[src/rtl/wi_dispatch.sv]
// Work-item dispatcher: pops descriptors in order from a fall-through queue and routes them to
// the pf or simd core, bounding outstanding items per core and tracking workload completion.
module wi_dispatch #(
   parameter int unsigned WI_WIDTH    = 64,
   parameter int unsigned WL_LEN_BITS = 32,
   parameter int unsigned MAX_OUT     = 4
) (
   input  logic                   clk,
   input  logic                   rst_n,
   input  logic                   start,
   input  logic [WL_LEN_BITS-1:0] wl_len,
   output logic                   busy,
   output logic                   done,
   output logic                   err,
   input  logic                   q_empty,
   output logic                   q_pop,
   input  logic [WI_WIDTH-1:0]    q_data,
   output logic                   pf_valid,
   output logic [WI_WIDTH-1:0]    pf_data,
   input  logic                   pf_ready,
   input  logic                   pf_cmpl,
   output logic                   simd_valid,
   output logic [WI_WIDTH-1:0]    simd_data,
   input  logic                   simd_ready,
   input  logic                   simd_cmpl
);

   localparam int unsigned CntW = 4;
   localparam logic [CntW-1:0] MaxOut = CntW'(MAX_OUT);

   typedef enum logic [1:0] {StIdle, StRun, StDrain, StDone} state_e;

   state_e                 state_q, state_d;
   logic [WL_LEN_BITS-1:0] len_q, len_d;
   logic [WL_LEN_BITS-1:0] issued_q, issued_d;
   logic [WL_LEN_BITS-1:0] completed_q, completed_d;
   logic [CntW-1:0]        pf_cnt_q, pf_cnt_d;
   logic [CntW-1:0]        simd_cnt_q, simd_cnt_d;
   logic                   pf_valid_q, pf_valid_d;
   logic                   simd_valid_q, simd_valid_d;
   logic [WI_WIDTH-1:0]    pf_data_q, pf_data_d;
   logic [WI_WIDTH-1:0]    simd_data_q, simd_data_d;
   logic                   err_q, err_d;

   logic tgt_simd;
   logic pf_free, simd_free;
   logic pop_ok, pop_pf, pop_simd;
   logic pf_cmpl_ok, simd_cmpl_ok;

   // Pop decision: the head item blocks the queue when its own core cannot take it.
   always_comb begin
      tgt_simd     = q_data[WI_WIDTH-1];
      pf_free      = !pf_valid_q || pf_ready;
      simd_free    = !simd_valid_q || simd_ready;
      pop_ok       = 1'b0;
      if (state_q == StRun && !q_empty && issued_q < len_q) begin
         if (tgt_simd) begin
            pop_ok = (simd_cnt_q < MaxOut) && simd_free;
         end else begin
            pop_ok = (pf_cnt_q < MaxOut) && pf_free;
         end
      end
      pop_pf       = pop_ok && !tgt_simd;
      pop_simd     = pop_ok && tgt_simd;
      pf_cmpl_ok   = pf_cmpl && (pf_cnt_q != '0);
      simd_cmpl_ok = simd_cmpl && (simd_cnt_q != '0);
   end

   always_comb begin
      state_d      = state_q;
      len_d        = len_q;
      issued_d     = issued_q + WL_LEN_BITS'(pop_ok);
      completed_d  = completed_q + WL_LEN_BITS'(pf_cmpl_ok) + WL_LEN_BITS'(simd_cmpl_ok);
      pf_cnt_d     = pf_cnt_q + CntW'(pop_pf) - CntW'(pf_cmpl_ok);
      simd_cnt_d   = simd_cnt_q + CntW'(pop_simd) - CntW'(simd_cmpl_ok);
      pf_valid_d   = pf_valid_q;
      simd_valid_d = simd_valid_q;
      pf_data_d    = pf_data_q;
      simd_data_d  = simd_data_q;
      err_d        = err_q | (pf_cmpl && !pf_cmpl_ok) | (simd_cmpl && !simd_cmpl_ok);

      if (pop_pf) begin
         pf_valid_d = 1'b1;
         pf_data_d  = q_data;
      end else if (pf_ready) begin
         pf_valid_d = 1'b0;
      end

      if (pop_simd) begin
         simd_valid_d = 1'b1;
         simd_data_d  = q_data;
      end else if (simd_ready) begin
         simd_valid_d = 1'b0;
      end

      unique case (state_q)
         StIdle: begin
            if (start) begin
               len_d       = wl_len;
               issued_d    = '0;
               completed_d = '0;
               state_d     = (wl_len != '0) ? StRun : StDone;
            end
         end
         StRun: begin
            if (issued_q == len_q) state_d = StDrain;
         end
         StDrain: begin
            if (completed_q == len_q) state_d = StDone;
         end
         StDone: begin
            state_d = StIdle;
         end
         default: begin
            state_d = StIdle;
         end
      endcase
   end

   always_ff @(posedge clk) begin
      if (!rst_n) begin
         state_q      <= StIdle;
         len_q        <= '0;
         issued_q     <= '0;
         completed_q  <= '0;
         pf_cnt_q     <= '0;
         simd_cnt_q   <= '0;
         pf_valid_q   <= 1'b0;
         simd_valid_q <= 1'b0;
         pf_data_q    <= '0;
         simd_data_q  <= '0;
         err_q        <= 1'b0;
      end else begin
         state_q      <= state_d;
         len_q        <= len_d;
         issued_q     <= issued_d;
         completed_q  <= completed_d;
         pf_cnt_q     <= pf_cnt_d;
         simd_cnt_q   <= simd_cnt_d;
         pf_valid_q   <= pf_valid_d;
         simd_valid_q <= simd_valid_d;
         pf_data_q    <= pf_data_d;
         simd_data_q  <= simd_data_d;
         err_q        <= err_d;
      end
   end

   assign q_pop      = pop_ok;
   assign busy       = (state_q != StIdle);
   assign done       = (state_q == StDone);
   assign err        = err_q;
   assign pf_valid   = pf_valid_q;
   assign pf_data    = pf_data_q;
   assign simd_valid = simd_valid_q;
   assign simd_data  = simd_data_q;

endmodule

[config.mk]
export PLATFORM = sky130hd
export DESIGN_NAME = wi_dispatch
export DESIGN_NICKNAME = d
export VERILOG_FILES = /design/src/rtl/wi_dispatch.sv
export SDC_FILE = /design/constraint.sdc
export NUM_CORES = 1
export LEC_CHECK = 0
export BUFFER_PORTS_ARGS = -buffer_cell sky130_fd_sc_hd__buf_2
export CORE_MARGIN = 3
export CORE_UTILIZATION = 45
export CTS_CLUSTER_SIZE = 25
export DETAILED_ROUTE_END_ITERATION = 7
export PLACE_DENSITY = 0.72
export REMOVE_ABC_BUFFERS = 1
export SYNTH_ARGS = -nofsm -noshare
export SYNTH_HDL_FRONTEND = slang
export SYNTH_SLANG_ARGS = --single-unit
[constraint.sdc]
create_clock -name clk -period 4.75 [get_ports clk]
set_clock_uncertainty 0.05 [all_clocks]
set_input_delay 0.2375 -clock clk [delete_from_list [all_inputs] [get_ports clk]]
set_output_delay 0.2375 -clock clk [all_outputs]
set_load 0.02 [all_outputs]
# Word-level counts from Yosys, hierarchy flattened
# Cells that the tools add are included.
[word_totals]
reg_bits = 237
input_bits = 104
output_inout_bits = 134
elab_cells = 73
[op_classes]
addsub = 7
n_lt_le_gt_ge = 3
eq_ne = 8
mux = 15
n_bitwise = 2
reduce_logical = 27
[op_table]
columns = ["operator", "n"]
rows = [
  ["$mux W32", 4],
  ["$add A32 B1 Y32", 3],
  ["$eq A32 B32 Y1", 2],
  ["$lt A32 B32 Y1", 1],
  ["$reduce_bool A32 Y1", 1],
  ["$logic_and A1 B1 Y1", 10],
  ["$add A4 B1 Y4", 2],
  ["$lt A4 B3 Y1 const B", 2],
  ["$mux W2", 4],
  ["$pmux W2 S4", 1],
  ["$reduce_bool A4 Y1", 2],
  ["$sub A4 B1 Y4", 2],
  ["$logic_not A1 Y1", 6],
  ["$mux W1", 6],
  ["$reduce_bool A2 Y1", 3],
  ["$eq A2 B2 Y1 const B", 2],
  ["$ne A2 B2 Y1 const B", 2],
  ["$reduce_and A3 Y1", 1],
  ["$eq A2 B1 Y1 const B", 1],
  ["$logic_not A2 Y1", 1],
  ["$logic_or A1 B1 Y1", 2],
  ["$ne A2 B1 Y1 const B", 1],
  ["$or A1 B1 Y1", 2],
  ["$reduce_and A2 Y1", 1],
]

# Depth between registers and ports, before layout
# Gate-level depths: netlist of run 1.
[depth]
ltp_word = 8
mapped_depth = 16
ltp_nobuf = 15

# Worst setup path before layout of run 1
# OpenSTA, ideal clock, no wires.
[synth_path]
kind = "reg-to-reg"
startpoint = "register len_q[14]"
endpoint = "register issued_q[28]"
setup_time_ns = 0.070
arrival_ns = 3.741
t_required_ns = 4.630
slack_ns = 0.888
path_stages_with_launch = 14
path_buffers = 0
synth_period_minus_slack_ns = 3.862
path_cell_list = "dfxtp_1 -> inv_1 -> ha_1 -> a21oi_1 -> nand2_1 -> a221o_1 -> o31a_1 -> nor3b_1 -> ha_1 -> ha_1 -> nand4_1 -> or3_1 -> or3_1 -> a21oi_1"
[synth_via]
elab_chain_cells = 6
[synth_lines]
columns = ["element", "line_no", "source"]
rows = [
  ["start, declared", "34", "logic [WL_LEN_BITS-1:0] len_q, len_d;"],
  ["start signal, assigned", "135", "len_q <= len_d;"],
  ["$lt A32 B32 Y1 (*)", "56", "if (state_q == StRun && !q_empty && issued_q < len_q) begin"],
  ["$logic_and A1 B1 Y1 (*)", "56", ""],
  ["$mux W1 (*)", "56", ""],
  ["net q_pop", "16", "output logic q_pop,"],
  ["$add A32 B1 Y32 (*)", "72", "issued_d = issued_q + WL_LEN_BITS'(pop_ok);"],
  ["$mux W32", "98", "if (start) begin"],
  ["$mux W32 (*)", "96", "unique case (state_q)"],
  ["end signal, assigned", "136", "issued_q <= issued_d;"],
  ["end, declared", "35", "logic [WL_LEN_BITS-1:0] issued_q, issued_d;"],
]
# Mark *: on every way through the listed nets, which the timed path passes. The rest lies on a longest branch.
# A chain may end at the register's enable or synchronous reset.

# Worst setup path after layout of run 1
[layout_path]
startpoint = "register len_q[5]"
endpoint = "register issued_q[30]"
[layout_via]
elab_chain_cells = 6
[layout_lines]
columns = ["element", "line_no"]
rows = [
  ["$lt A32 B32 Y1 (*)", "56"],
  ["$logic_and A1 B1 Y1 (*)", "56"],
  ["$mux W1 (*)", "56"],
  ["$add A32 B1 Y32 (*)", "72"],
  ["$mux W32", "98"],
  ["$mux W32 (*)", "96"],
]
# Mark *: on every way between the ends. The rest lies on a longest branch, timed or not.

==> results of run 1 <==
==> layout by cell type (no fill, tap or decap), types with 6 or more instances in the layout <==
master	Yosys	layout
sky130_fd_sc_hd__buf_2	7	236
sky130_fd_sc_hd__and2_1	6	6
sky130_fd_sc_hd__xnor2_1	23	23
sky130_fd_sc_hd__clkbuf_16	0	27
sky130_fd_sc_hd__nand3_1	22	22
sky130_fd_sc_hd__mux2i_1	126	126
sky130_fd_sc_hd__o21ai_0	15	15
sky130_fd_sc_hd__a21o_1	6	6
sky130_fd_sc_hd__dfxtp_1	237	237
sky130_fd_sc_hd__or3_1	11	11
sky130_fd_sc_hd__dlygate4sd3_1	0	98
sky130_fd_sc_hd__nor2_1	72	72
sky130_fd_sc_hd__a21oi_1	57	57
sky130_fd_sc_hd__xor2_1	63	63
sky130_fd_sc_hd__nor4_1	17	17
sky130_fd_sc_hd__clkbuf_1	38	6
sky130_fd_sc_hd__inv_1	56	56
sky130_fd_sc_hd__and3_1	10	10
sky130_fd_sc_hd__nand2_1	287	286
sky130_fd_sc_hd__ha_1	51	51
sky130_fd_sc_hd__buf_4	9	8
sky130_fd_sc_hd__nand4_1	23	23
sky130_fd_sc_hd__and4_1	8	8
sky130_fd_sc_hd__nor3_1	8	7
==> power by group through the flow <==
stage / clock (mW) / combinational (mW) / sequential [mW]
final: 2.14 / 1.20 / 2.25
after global routing: 2.26 / 1.34 / 2.26
after CTS: 2.17 / 1.20 / 2.24
after detailed placement: 0 / 1.12 / 2.28
after global placement: 0 / 1.10 / 2.28
after floorplan: 0 / 0.736 / 2.33
==> metal layers <==
layer	vias to the layer above	GRT usage, %
met5	-	0
met4	2	7.56
met3	73	7.02
met2	294	40.6
met1	4330	26.4
li1	4581	-
==> cell type report <==
type                    count  area (sq um)  area share, %
multi-input cells         839          5380           38.8
inverters                  56           210           1.52
flip-flops and latches    237          4740           34.2
repair buffers            343          2230           16.1
well taps                 313           392           2.82
clock buffers              38           767           5.53
clock inverters             9           149           1.07
==> stage by stage <==
stage                     instances  util (%)  total power, mW  worst slack (ns)
after floorplan                1132         -             3.06             -4.74
after global placement         1690      52.4             3.38              1.07
after detailed placement       1690      52.4             3.41             0.878
after CTS                      1835      60.7             5.61             0.826
after global routing           1835      60.7             5.87             0.455
final                          1835      60.7             5.58             0.769
==> critical path: stages (launching register included) <==
cell and delay [ns]:
sky130_fd_sc_hd__dfxtp_1 0.37, sky130_fd_sc_hd__inv_1 0.06, sky130_fd_sc_hd__ha_1 0.30, sky130_fd_sc_hd__a21oi_1 0.19, sky130_fd_sc_hd__o21ai_0 0.11, sky130_fd_sc_hd__a221o_1 0.33
sky130_fd_sc_hd__o31a_1 0.37, sky130_fd_sc_hd__nor3b_1 0.35, sky130_fd_sc_hd__ha_1 0.24, sky130_fd_sc_hd__ha_1 0.24, sky130_fd_sc_hd__nand4_1 0.24, sky130_fd_sc_hd__or3_1 0.51
sky130_fd_sc_hd__or3_1 0.37, sky130_fd_sc_hd__a21oi_1 0.14
==> sequential cells by signal, indices dropped and copies added, names as in the netlist, 2 cells and up <==
name	cells
completed_q	32
pf_data	64
len_q	32
issued_q	32
simd_cnt_q	4
pf_cnt_q	4
simd_data	64
state_q	2
==> synth_stat cells (all sizes together) (15+ instances only) <==
| cell type | count | area, sq um |
|---|---|---|
| nand3 | 22 | 110 |
| xnor2 | 23 | 201 |
| mux2i | 126 | 1260 |
| nor4 | 17 | 106 |
| xor2 | 63 | 552 |
| inv | 56 | 210 |
| buf | 19 | 114 |
| o21ai | 15 | 75.1 |
| nand4 | 24 | 156 |
| a21oi | 57 | 285 |
| ha | 51 | 638 |
| clkbuf | 39 | 148 |
| nand2 | 287 | 1080 |
| nor2 | 72 | 270 |
| dfxtp | 237 | 4740 |
==> path summary, 6_finish.rpt <==
kind                             from                        to  slack (ns)
max             len_q[5]$_SDFFE_PN0P_   issued_q[30]$_SDFF_PN0_        0.77
min                        simd_ready   simd_valid$_SDFFE_PN0P_        0.03
max reg2reg     len_q[5]$_SDFFE_PN0P_   issued_q[30]$_SDFF_PN0_        0.77
min reg2reg  pf_data[63]$_SDFFE_PN0P_  pf_data[63]$_SDFFE_PN0P_        0.39
==> repair_timing <==
item | CTS | global route
hold buffers | 98 | 0
endpoints found under the hold margin | 159 | 0
endpoints found under the setup margin | 0 | 0
==> kinds of logic (layout without fill, tap and decap cells) <==
group / after synthesis / after routing
AO/OA/AOI/OAI: 94 / 94
XOR/XNOR: 86 / 86
adder cells (fa/ha/maj): 54 / 54
buffers and inverters: 114 / 446
flip-flops: 237 / 237
multiplexers: 126 / 126
AND/OR/NAND/NOR: 479 / 479
==> metrics.txt, run 1 <==
Tightest Pin Transition 1.18 ns; switching portion of total power 29.0%; Placer Congestion 0.887; run status completed; share of synthesized cell area in full adder, half adder and majority cells 6.60%; core area 22,800 sq um; Layout fillers 1,911; max_cap viols 0; number of standard-cell rows in the floorplan 55; effective utilization at floorplan 46.3%; Avg Synthesized Cell Area 8.89 sq um; number of vias in the routed layout 9,280; internal power consumption 3.96 mW; final global-route overflow total 0; Die X 159 um; Pwr per Cell Area 402 nW/um^2; data arrival time at the worst-slack endpoint 4.34 ns; sequential group share of total power 40.2%; Synth Register Bits 237; count of inserted antenna diode cells 0; Final nets 1,661; total number of H-tree levels 1; TritonCTS clock tree built; DR WL met3 2.34 mm; sum of routed wire segments on met1 12.1 mm; GRT Util Overall 22.9%; clock transition time at the flip-flop clock pins of the worst setup and hold paths 0.06 ns; detail-routed net length per standard cell 16.3 um; fraction of the yosys area taken by sequential cells 44.9%; XOR/XNOR share of the synthesized area 7.12%; gate count after technology mapping 1,190; wirelength, routed 29.9 mm; number of endpoints with negative hold slack in the final report 0; setup repair after global routing missed its margin no; highest routed metal layer met5; Ports 238; distinct cell type count after synthesis 45; smallest hold slack 0.0291 ns; Layout area overhead 31.2%; leakage component of the power 5.99 nW; DRC errors left 0; insertion delay of the later-clocked pin in the worst-skew pair 0.52 ns; pin count of the biggest net entering global routing 97; number of nets still failing antenna checks after routing 0; critical path endpoint category flip-flop; total net switching power 1.62 mW; number of buffer cells added on primary ports 237; most instantiated flip-flop cell in the synthesis netlist sky130_fd_sc_hd__dfxtp_1; worst slew margin relative to its limit 21.4%; Finished Cell Area 13,900 sq um; global-route wire length before repair 48.5 mm; Clock Sinks 237; violation count after the first detailed-route iteration 545; clock tree root buffer cell sky130_fd_sc_hd__clkbuf_16; Total Die Area 25,400 sq um; depth of the most critical reg-to-reg path 13; vias per cell 5.06; yosys synthesis warning count 0; Worst VDD drop 261 uV; proportion of layout cells with a drive suffix above 1 19.3%; highest net fanout along the worst path 7; DIE HEIGHT 159 um; via count of the first global-routing pass 9,672; Final Setup Violations 0; proportion of synthesized area in mux cells 11.9%; Post-Route Setup TNS 0 ns; Pre-antenna DRT Iters 5; initial antenna violation count 1; post-layout min period 3.98 ns; Worst Hold Class primary input to flip-flop; highest achievable clock rate 0.251 GHz; routed wl met2 14.6 mm; HPWL Detailed 20.1 mm; Tcrit/Tclk final 83.8%; Clk network pwr share 38.3%; CTS resizes 0; Synth Area in Compound Gates 5.06%; Inserted Clock Buffers 26; number of enable-type register cells in the synthesized netlist 0; number of setup buffers added after CTS 0; Worst Hold Path Cells 3; max-slew violation count 0; Crit Path Category flip-flop to flip-flop; type of element launching the critical path flip-flop; cell area after synthesis 10,600 sq um; dominant combinational cell family by area after synthesis simple AND/OR/NAND/NOR gates; simple logic cell fraction of the synthesized area 20.0%; post-place instance area 12,000 sq um; required time of the critical path 5.11 ns; fraction of power consumed by combinational cells 21.5%; Max Buffers Root-to-Sink 3; ys async rst share 0%
(Power assumes the default switching activity.)
==> run 2: changes to the inputs <==
PLACE_DENSITY = 0.75   (was 0.72)
clock period = 3.35 ns   (was 4.75 ns; I/O delays follow)
==> run 2 against run 1 <==
  * Global-route usage up 0.21 points
  * Highest routed layer is now met4
  * Worst setup slack worse by 0.69 ns
  * Core utilization up 2.7 points
  * Cell count up 2.4%
  * Hold slack better by 0.072 ns
  * Sequential cell count unchanged
  * Clock power up 37%
  * Count of clock-buffer cells in the layout down 4
  * First-iteration DRC count down 6.2%
  * Sequential share of layout area down 1.2 points
==> metrics.txt, run 2 (synthesis gave the netlist of run 1 again) <==
run status completed; clock tree root buffer cell sky130_fd_sc_hd__clkbuf_16; total number of H-tree levels 1 (unchanged); setup repair after global routing missed its margin yes; Final Setup Violations 0 (unchanged); TritonCTS clock tree built; Crit Path Category flip-flop to flip-flop; sequential group share of total power 39.7% (-0.5 points); largest incremental delay on the critical path 0.44 ns (-0.07 ns); total net switching power 2.41 mW (+49%); data arrival time at the worst-slack endpoint 3.65 ns (-0.69 ns); cell with the largest stage delay on the worst path sky130_fd_sc_hd__or3_4; max-slew violation count 0 (unchanged); Total Die Area 25,400 sq um (unchanged); effective utilization at floorplan 46.3% (unchanged); HPWL Detailed 19.9 mm (-1.2%); ordered cell list for the critical path inv_2, ha_4, a21oi_2, o21ai_1, a221o_1, o31a_1, nor3b_4, ha_2, ha_4, nand4_1, or3_4, or3_4, a21oi_2; switching portion of total power 30.0% (+0.98 points); post-layout min period 3.27 ns (-0.707 ns); type of element launching the critical path flip-flop; final standard cell utilization of the core 63.4% (+2.7 points); number of vias in the routed layout 9,621 (+3.7%); internal power consumption 5.61 mW (+42%); number of nets still failing antenna checks after routing 0 (unchanged); Tcrit/Tclk final 97.7% (+14 points); DIE HEIGHT 159 um (unchanged); core area 22,800 sq um (unchanged); global-route wire length before repair 49.5 mm (+2.1%); number of buffer cells added on primary ports 237 (unchanged); leading cell type in the layout, fill and taps excluded sky130_fd_sc_hd__nand2_1; insertion delay of the later-clocked pin in the worst-skew pair 0.53 ns (about the same); critical path endpoint category flip-flop; highest net fanout along the worst path 5 (-2); total design power 8.02 mW (+44%); number of endpoints with negative hold slack in the final report 0 (unchanged); violation count after the first detailed-route iteration 511 (-6.2%); Worst VDD drop 431 uV (+65%); number of standard-cell rows in the floorplan 55 (unchanged); Clock Sinks 237 (unchanged); Clk network pwr share 36.5% (-1.8 points); Pre-antenna DRT Iters 5 (unchanged); leakage component of the power 6.22 nW (+3.8%); Inserted Clock Buffers 25 (-3.8%); Ports 238 (unchanged); final worst slack 0.0762 ns (-0.693 ns); final global-route overflow total 0 (unchanged); GRT Util Overall 23.1% (+0.21 points); highest achievable clock rate 0.305 GHz (+22%); non-filler instance count after layout 1,879 (+2.4%); required time of the critical path 3.72 ns (-1.39 ns); initial antenna violation count 1 (unchanged); via count of the first global-routing pass 9,745 (+0.75%); proportion of layout cells with a drive suffix above 1 26.3% (+6.9 points); count of placed standard cells including taps 1,728 (+2.2%); worst slack at placement -0.174 ns (-1.05 ns); vias per cell 5.12 (+1.2%); DRC errors left 0 (unchanged); max_cap viols 0 (unchanged); post-place instance area 12,300 sq um (+2.5%); Pwr per Cell Area 554 nW/um^2 (+38%); fraction of power consumed by combinational cells 23.8% (+2.3 points); Die X 159 um (unchanged); Layout area overhead 37.0%; Finished Cell Area 14,500 sq um (+4.4%); detail-routed net length per standard cell 16.5 um (+0.96%); Final nets 1,704 (+2.6%); clock transition time at the flip-flop clock pins of the worst setup and hold paths 0.06 ns (about the same); Layout fillers 1,792 (-6.2%); worst slew margin relative to its limit 28.9% (+7.6 points); Tightest Pin Transition 1.06 ns (-0.119 ns); leading cell types in the layout, fill and taps excluded 285 x sky130_fd_sc_hd__nand2_1, 236 x sky130_fd_sc_hd__buf_2, 209 x sky130_fd_sc_hd__dfxtp_1, 126 x sky130_fd_sc_hd__mux2i_1, 100 x sky130_fd_sc_hd__dlygate4sd3_1; wirelength, routed 31.0 mm (+3.4%); Worst Hold Class primary input to flip-flop; Placer Congestion 0.869 (-2.0%); pin count of the biggest net entering global routing 154 (+59%); Max Buffers Root-to-Sink 3 (unchanged)
-- run 2: worst max-delay path, delay by kind of cell, from the launching register on --
kind                     cells  cell delay [ns]
AND/OR/NAND/NOR              4             1.14
adder cells (fa/ha/maj)      3             0.58
buffers and inverters        1             0.06
flip-flops                   1             0.35
AO/OA/AOI/OAI                5             0.98
-- run 2: repair_timing --
item	4_1_cts	5_1_grt
pin swaps	5	32
resized for setup	5	77
setup buffers	1	3
endpoints found under the hold margin	162	0
setup endpoints to repair	59	25
hold buffers	100	0
-- run 2: layer usage --
layer | up-vias | routed length, um | global-route usage, %
met5 | - | 0 | 0
met4 | 0 | 1070 | 7.76
met3 | 74 | 2230 | 5.85
met2 | 336 | 15100 | 40.0
met1 | 4538 | 12600 | 28.1
li1 | 4673 | - | -
-- run 2: power by group through the flow --
stage / Sequential [mW] / Clock [mW] / Combinational [mW]
2_1_floorplan: 3.30 / 0 / 1.04
3_3_place_gp: 3.22 / 0 / 1.64
3_5_place_dp: 3.23 / 0 / 1.68
4_1_cts: 3.17 / 2.99 / 1.79
5_1_grt: 3.21 / 3.10 / 2.11
6_report: 3.18 / 2.93 / 1.91
-- run 2: final cells by class --
cell class	count	area [sq um]	share of cell area, %
diodes	1	2.50	0.0173
clock buffers	34	729	5.04
clock inverters	12	150	1.04
inverters	56	210	1.45
multi-input cells	839	5640	38.9
flip-flops and latches	237	4780	33.0
well taps	313	392	2.70
repair buffers	387	2580	17.8
-- run 2: metrics by stage --
stage	TNS, ns	hold slack (ns)
floorplan	-634.45	0.235
global placement	0	0.363
detailed placement	-0.618	0.369
CTS	0	0.0645
global route	-0.407	0.100
finish	0	0.101
-- run 2: final timing paths --
check,startpoint,to,slack [ns],cells past startpoint
worst max-delay path,len_q[5]$_SDFFE_PN0P_,issued_q[28]$_SDFF_PN0_,0.08,13
worst min register to register,pf_data[63]$_SDFFE_PN0P_,pf_data[63]$_SDFFE_PN0P_,0.39,2
worst max register to register,len_q[5]$_SDFFE_PN0P_,issued_q[28]$_SDFF_PN0_,0.08,13
worst min-delay path,start,state_q[0]$_SDFFE_PN0P_,0.10,4
